<file path="config.mk">
export PLATFORM = sky130hd
export DESIGN_NAME = reset_sequencer
export DESIGN_NICKNAME = d
export VERILOG_FILES = /design/src/rtl/reset_sequencer.sv
export SDC_FILE = /design/constraint.sdc
export NUM_CORES = 1
export LEC_CHECK = 0
export BUFFER_PORTS_ARGS = -buffer_cell sky130_fd_sc_hd__buf_4
export CAP_MARGIN = 20
export CORE_MARGIN = 4
export CORE_UTILIZATION = 66
export CTS_CLUSTER_SIZE = 40
export DETAILED_ROUTE_END_ITERATION = 6
export PLACE_DENSITY = 0.84
export SLEW_MARGIN = 25
export SYNTH_ARGS = -nofsm -noshare
export SYNTH_HDL_FRONTEND = slang
export SYNTH_SLANG_ARGS = --single-unit
</file>
<file path="constraint.sdc">
create_clock -name i_clock -period 6.6 [get_ports i_clock]
set_input_delay 0.99 -clock i_clock [delete_from_list [all_inputs] [get_ports i_clock]]
set_output_delay 0.99 -clock i_clock [all_outputs]
set_load 0.05 [all_outputs]
</file>
<file path="src/rtl/reset_sequencer.sv">
// reset_sequencer
//   Board-level reset and start-up sequencer for the SoC top. It debounces the
//   user push-button, then releases the memory-controller global reset and
//   after that its soft reset. It waits for DDR2 calibration, then releases
//   the CPU and peripheral reset.
//
// Ports
//   i_clock          system clock
//   i_reset_n        asynchronous active-low reset
//   i_key_n          raw push-button, low = pressed, asynchronous to i_clock
//   i_cal_success    calibration passed (level)
//   i_cal_fail       calibration failed (level)
//   o_global_reset_n memory-controller global reset, active low
//   o_soft_reset_n   memory-controller soft reset, active low
//   o_cpu_reset      CPU/peripheral reset, active high
//   o_state          current state encoding, drives the status LEDs
//   o_cal_fault      sticky: the sequence ended in FAULT
//   o_cal_timeout    sticky: FAULT was caused by a calibration timeout
module reset_sequencer #(
  parameter int DEBOUNCE_CYCLES = 1000000,
  parameter int GLOBAL_CYCLES   = 64,
  parameter int SOFT_CYCLES     = 64,
  parameter int CAL_TIMEOUT     = 50000000,
  parameter int START_CYCLES    = 16
) (
  input  logic       i_clock,
  input  logic       i_reset_n,
  input  logic       i_key_n,
  input  logic       i_cal_success,
  input  logic       i_cal_fail,
  output logic       o_global_reset_n,
  output logic       o_soft_reset_n,
  output logic       o_cpu_reset,
  output logic [2:0] o_state,
  output logic       o_cal_fault,
  output logic       o_cal_timeout
);

  localparam int MAX_GS  = (GLOBAL_CYCLES > SOFT_CYCLES) ? GLOBAL_CYCLES : SOFT_CYCLES;
  localparam int MAX_CS  = (CAL_TIMEOUT > START_CYCLES) ? CAL_TIMEOUT : START_CYCLES;
  localparam int MAX_PH  = (MAX_GS > MAX_CS) ? MAX_GS : MAX_CS;
  localparam int PW      = $clog2(MAX_PH) + 1;
  localparam int DW      = $clog2(DEBOUNCE_CYCLES) + 1;

  localparam logic [PW-1:0] GLOBAL_LAST = PW'(GLOBAL_CYCLES - 1);
  localparam logic [PW-1:0] SOFT_LAST   = PW'(SOFT_CYCLES - 1);
  localparam logic [PW-1:0] CAL_LAST    = PW'(CAL_TIMEOUT - 1);
  localparam logic [PW-1:0] START_LAST  = PW'(START_CYCLES - 1);
  localparam logic [DW-1:0] DB_LAST     = DW'(DEBOUNCE_CYCLES - 1);

  typedef enum logic [2:0] {
    S_GLOBAL = 3'd0,
    S_SOFT   = 3'd1,
    S_CAL    = 3'd2,
    S_HOLD   = 3'd3,
    S_RUN    = 3'd4,
    S_FAULT  = 3'd5
  } state_t;

  // ---------------- key synchroniser and debounce ----------------
  logic          key_s1_q, key_s2_q;
  logic          stable_q, stable_d;
  logic [DW-1:0] db_q, db_d;
  logic          press;

  always_ff @(posedge i_clock or negedge i_reset_n) begin
    if (!i_reset_n) begin
      key_s1_q <= 1'b1;
      key_s2_q <= 1'b1;
      stable_q <= 1'b1;
      db_q     <= '0;
    end else begin
      key_s1_q <= i_key_n;
      key_s2_q <= key_s1_q;
      stable_q <= stable_d;
      db_q     <= db_d;
    end
  end

  // The press pulse is raised in the same cycle the stable level is about to
  // flip 1->0, so the sequencer restarts on the very edge the key is accepted.
  always_comb begin
    stable_d = stable_q;
    db_d     = db_q;
    press    = 1'b0;
    if (key_s2_q == stable_q) begin
      db_d = '0;
    end else if (db_q == DB_LAST) begin
      stable_d = key_s2_q;
      db_d     = '0;
      press    = ~key_s2_q;
    end else begin
      db_d = db_q + DW'(1);
    end
  end

  // ---------------- sequencer FSM ----------------
  state_t        state_q, state_d;
  logic [PW-1:0] ph_q, ph_d;
  logic          flt_q, flt_d, to_q, to_d;
  logic          glob_q, glob_d, soft_q, soft_d, cpu_q, cpu_d;

  always_ff @(posedge i_clock or negedge i_reset_n) begin
    if (!i_reset_n) begin
      state_q <= S_GLOBAL;
      ph_q    <= '0;
      flt_q   <= 1'b0;
      to_q    <= 1'b0;
      glob_q  <= 1'b0;
      soft_q  <= 1'b0;
      cpu_q   <= 1'b1;
    end else begin
      state_q <= state_d;
      ph_q    <= ph_d;
      flt_q   <= flt_d;
      to_q    <= to_d;
      glob_q  <= glob_d;
      soft_q  <= soft_d;
      cpu_q   <= cpu_d;
    end
  end

  always_comb begin
    state_d = state_q;
    ph_d    = ph_q + PW'(1);
    flt_d   = flt_q;
    to_d    = to_q;
    case (state_q)
      S_GLOBAL: if (ph_q == GLOBAL_LAST) begin state_d = S_SOFT; ph_d = '0; end
      S_SOFT:   if (ph_q == SOFT_LAST)   begin state_d = S_CAL;  ph_d = '0; end
      S_CAL: begin
        if (i_cal_fail) begin
          state_d = S_FAULT; ph_d = '0; flt_d = 1'b1;
        end else if (i_cal_success) begin
          state_d = S_HOLD;  ph_d = '0;
        end else if (ph_q == CAL_LAST) begin
          state_d = S_FAULT; ph_d = '0; flt_d = 1'b1; to_d = 1'b1;
        end
      end
      S_HOLD:   if (ph_q == START_LAST)  begin state_d = S_RUN;  ph_d = '0; end
      // Terminal states park the counter so it never wraps.
      S_RUN:    ph_d = ph_q;
      S_FAULT:  ph_d = ph_q;
      default: begin state_d = S_GLOBAL; ph_d = '0; end
    endcase
    // A debounced press restarts the whole sequence and beats everything else.
    if (press) begin
      state_d = S_GLOBAL;
      ph_d    = '0;
      flt_d   = 1'b0;
      to_d    = 1'b0;
    end
  end

  // Outputs are decoded from the next state and registered, so they change on
  // the same edge as the state itself.
  always_comb begin
    glob_d = (state_d != S_GLOBAL);
    soft_d = (state_d != S_GLOBAL) && (state_d != S_SOFT);
    cpu_d  = (state_d != S_RUN);
  end

  assign o_global_reset_n = glob_q;
  assign o_soft_reset_n   = soft_q;
  assign o_cpu_reset      = cpu_q;
  assign o_state          = state_q;
  assign o_cal_fault      = flt_q;
  assign o_cal_timeout    = to_q;

endmodule

</file>
==> summary.txt <==
Route
  • Vias per std cell: 5.84
  • DRC: 0
  • Wirelength per Cell: 15.4 um
  • ANT nets after route: 0
  • Vias: between 2000 and 2500
  • Drt total wl: approximately 6.5 mm
  • 1st-pass router iterations: 5
  • Starting DRT DRC Count: around 240

Critical path
  • Worst Setup End Kind: register
  • Worst-path maximum fanout: 27
  • End of the worst register-to-register path: ph_q[20]
  • Startpoint types: register
  • Worst path arrival time: 2.98 ns
  • Cells on worst reg2reg path: 6
  • Worst reg-to-reg setup slack: 3.81 ns
  • Crit Path Category: reg -> reg
  • Crit path required time: roughly 6.8 ns
  • Worst reg2reg startpoint: ph_q[16]

Final layout
  • Antenna Cells: 0
  • Layout Nets: 356
  • Layout cells sized above 1: 0.192
  • Non-Filler Instances: 421
  • Layout area overhead: 10.2%
  • Largest register FFs: 27
  • Largest reg by FF count: ph_q

Floorplan
  • Die Footprint: 0.00606 sq mm
  • Row count: 25
  • Die W: 77.9 um
  • Initial core utilization: 0.682
  • Core area: 0.00472 sq mm
  • Io pins: 13
  • Die Span Y: 77.9 um

Synthesis
  • Register bit count reported by yosys: 59
  • Netlist cell types: 49
  • Syn Area/Cell: 9.59 sq um
  • Yosys warnings: 0
  • Commonest cells post-synth: dfrtp_1, nand2_1, nor2_1, xnor2_1
  • Syn nets: roughly 340
  • Main synth FF type: dfrtp_1
  • Register area share after synthesis: 0.460
  • Most numerous cell in the Yosys netlist: dfrtp_1
  • Leading post-synthesis cells by cell area: dfrtp_1, xnor2_1, nand2_1
  • Post-synth EDFFs: 0
  • Area leader, netlist: dfrtp_1
  • Post-synth ARST share: 1.00
  • Synth top area share: 0.427
  • Post-Synthesis Cells: 336
  • Mapped Area: 0.00322 sq mm

STA
  • Max-slew violations: 0
  • Fmax: 358 MHz
  • Tmin final: around 2.8 ns
  • Worst-Margin Slew: slightly above 1 ns
  • Tcrit/Tclk final: 0.423
  • Final Hold Fails: 0
  • Fin Hold WS: 0.357 ns
  • Setup-failing EPs final: 0
  • Unrepaired setup endpoints after global routing: false
  • Slew margin rel.: 0.309
  • Clock Skew: 0.0101 ns
  • Final setup TNS: 0 ns

Worst hold path
  • WHS Endpoint: key_s2_q
  • Hold Path Origin: key_s1_q
  • Worst Hold Class: reg -> reg
  • Hold Path Cell Cnt: 0

GRT
  • Vias in the first global route: 2346
  • Initial antenna violation count: 0
  • Total grt overflow: 0
  • First-pass GRT wire length: 11.5 mm
  • Total track usage: 0.240
  • Largest net degree at the start of global routing: 60

Clocking
  • Buffers inserted by post-CTS timing repair: 0
  • Num Clock Sinks: between 50 and 60
  • H-tree depth: 3
  • Skew-Pair Late Insertion Delay: approximately 0.34 ns
  • Worst-path clk slew: 0.07 ns
  • CTS Hold Bufs: 0
  • CTS buffer count: 9
  • CTS Buffer Depth: 2
  • TritonCTS clock tree: built
  • Post_cts resized: 0
  • Root buf cell: clkbuf_8

Power
  • Pwr Total: 742 uW
  • Worst vdd ir: 0.185 mV
  • Pwr Density: 209 mW/mm^2
  • Leak Pwr: 0.00136 uW

Job
  • Max Cap Violations: 0

Run status
  • Status: completed

Place
  • Port buffer count: 12
  • GPL Wtd Cong: about 0.8
  • Placed insts: 405
  • DP Wirelength: 4.11 mm
-- how the worst max path moves through the flow --
| stage | from | end | cells past startpoint |
|---|---|---|---|
| 5_1_grt | ph_q[16] | ph_q[21] | 6 |
| 2_1_floorplan | i_cal_fail | ph_q[12] | 6 |
| 3_3_place_gp | i_cal_fail | ph_q[5] | 6 |
| 3_5_place_dp | ph_q[16] | ph_q[19] | 6 |
| 4_1_cts | ph_q[16] | ph_q[20] | 6 |
| 6_report | ph_q[16] | ph_q[20] | 6 |
-- cell type report --
cell class	count	area, sq um
clock buffers	13	179
fillers	329	1170
well taps	67	83.8
inverters	10	37.5
clock inverters	3	43.8
multi-input cells	256	1630
flip-flops and latches	59	1480
repair buffers	13	97.6
-- logic make-up (layout without fill, tap and decap cells) --
kind of cell,Yosys count,after routing,synth area share
buf+inv,21,39,0.0350
flops,59,59,0.460
simple gates,165,165,0.267
fa+ha+maj,2,2,0.00777
compound gates,48,48,0.118
xor+xnor,40,40,0.109
mux,1,1,0.00350
-- layer usage --
layer	global-route usage	routed length, um
met4	0.112	126
met1	0.346	3010
met3	0.0383	329
met2	0.354	3020
met5	0	0
-- per-stage QoR --
stage                     cell area [sq um]  worst slack [ns]   util
final                                  3550              3.81  0.752
after global routing                   3550              3.57  0.752
after CTS                              3550              3.81  0.752
after detailed placement               3330              3.81  0.704
after global placement                 3330              3.86  0.704
after floorplan                        3220              4.24      -
-- cells in the final DEF (no fill, tap or decap), types with 7 or more instances in the layout --
cell type	synthesis	layout
xor2_1	19	19
buf_4	0	13
xnor2_1	21	21
dfrtp_1	55	55
nor4_1	9	9
o21ai_2	19	19
o21ai_0	7	7
nand4_1	13	13
inv_1	10	10
nand2_1	45	45
nand3_1	19	19
clkbuf_8	0	13
nor2_1	40	40
and3_1	12	12
-- worst max-delay path: stages (launching register included) --
cell and delay [ns]:
dfrtp_1 0.43, or4_4 0.56, nand4b_4 0.20, nor3_2 0.30, inv_1 0.12, o21ai_4 0.80
o21ai_0 0.22
-- where the power goes --
group          internal [uW]  leakage (uW)  switching (uW)
Sequential               365      0.000666            1.59
Combinational           4.30      0.000575            12.8
Clock                    216      0.000116             144
Total                    584       0.00136             158
Power figures use the tool's default switching activity.
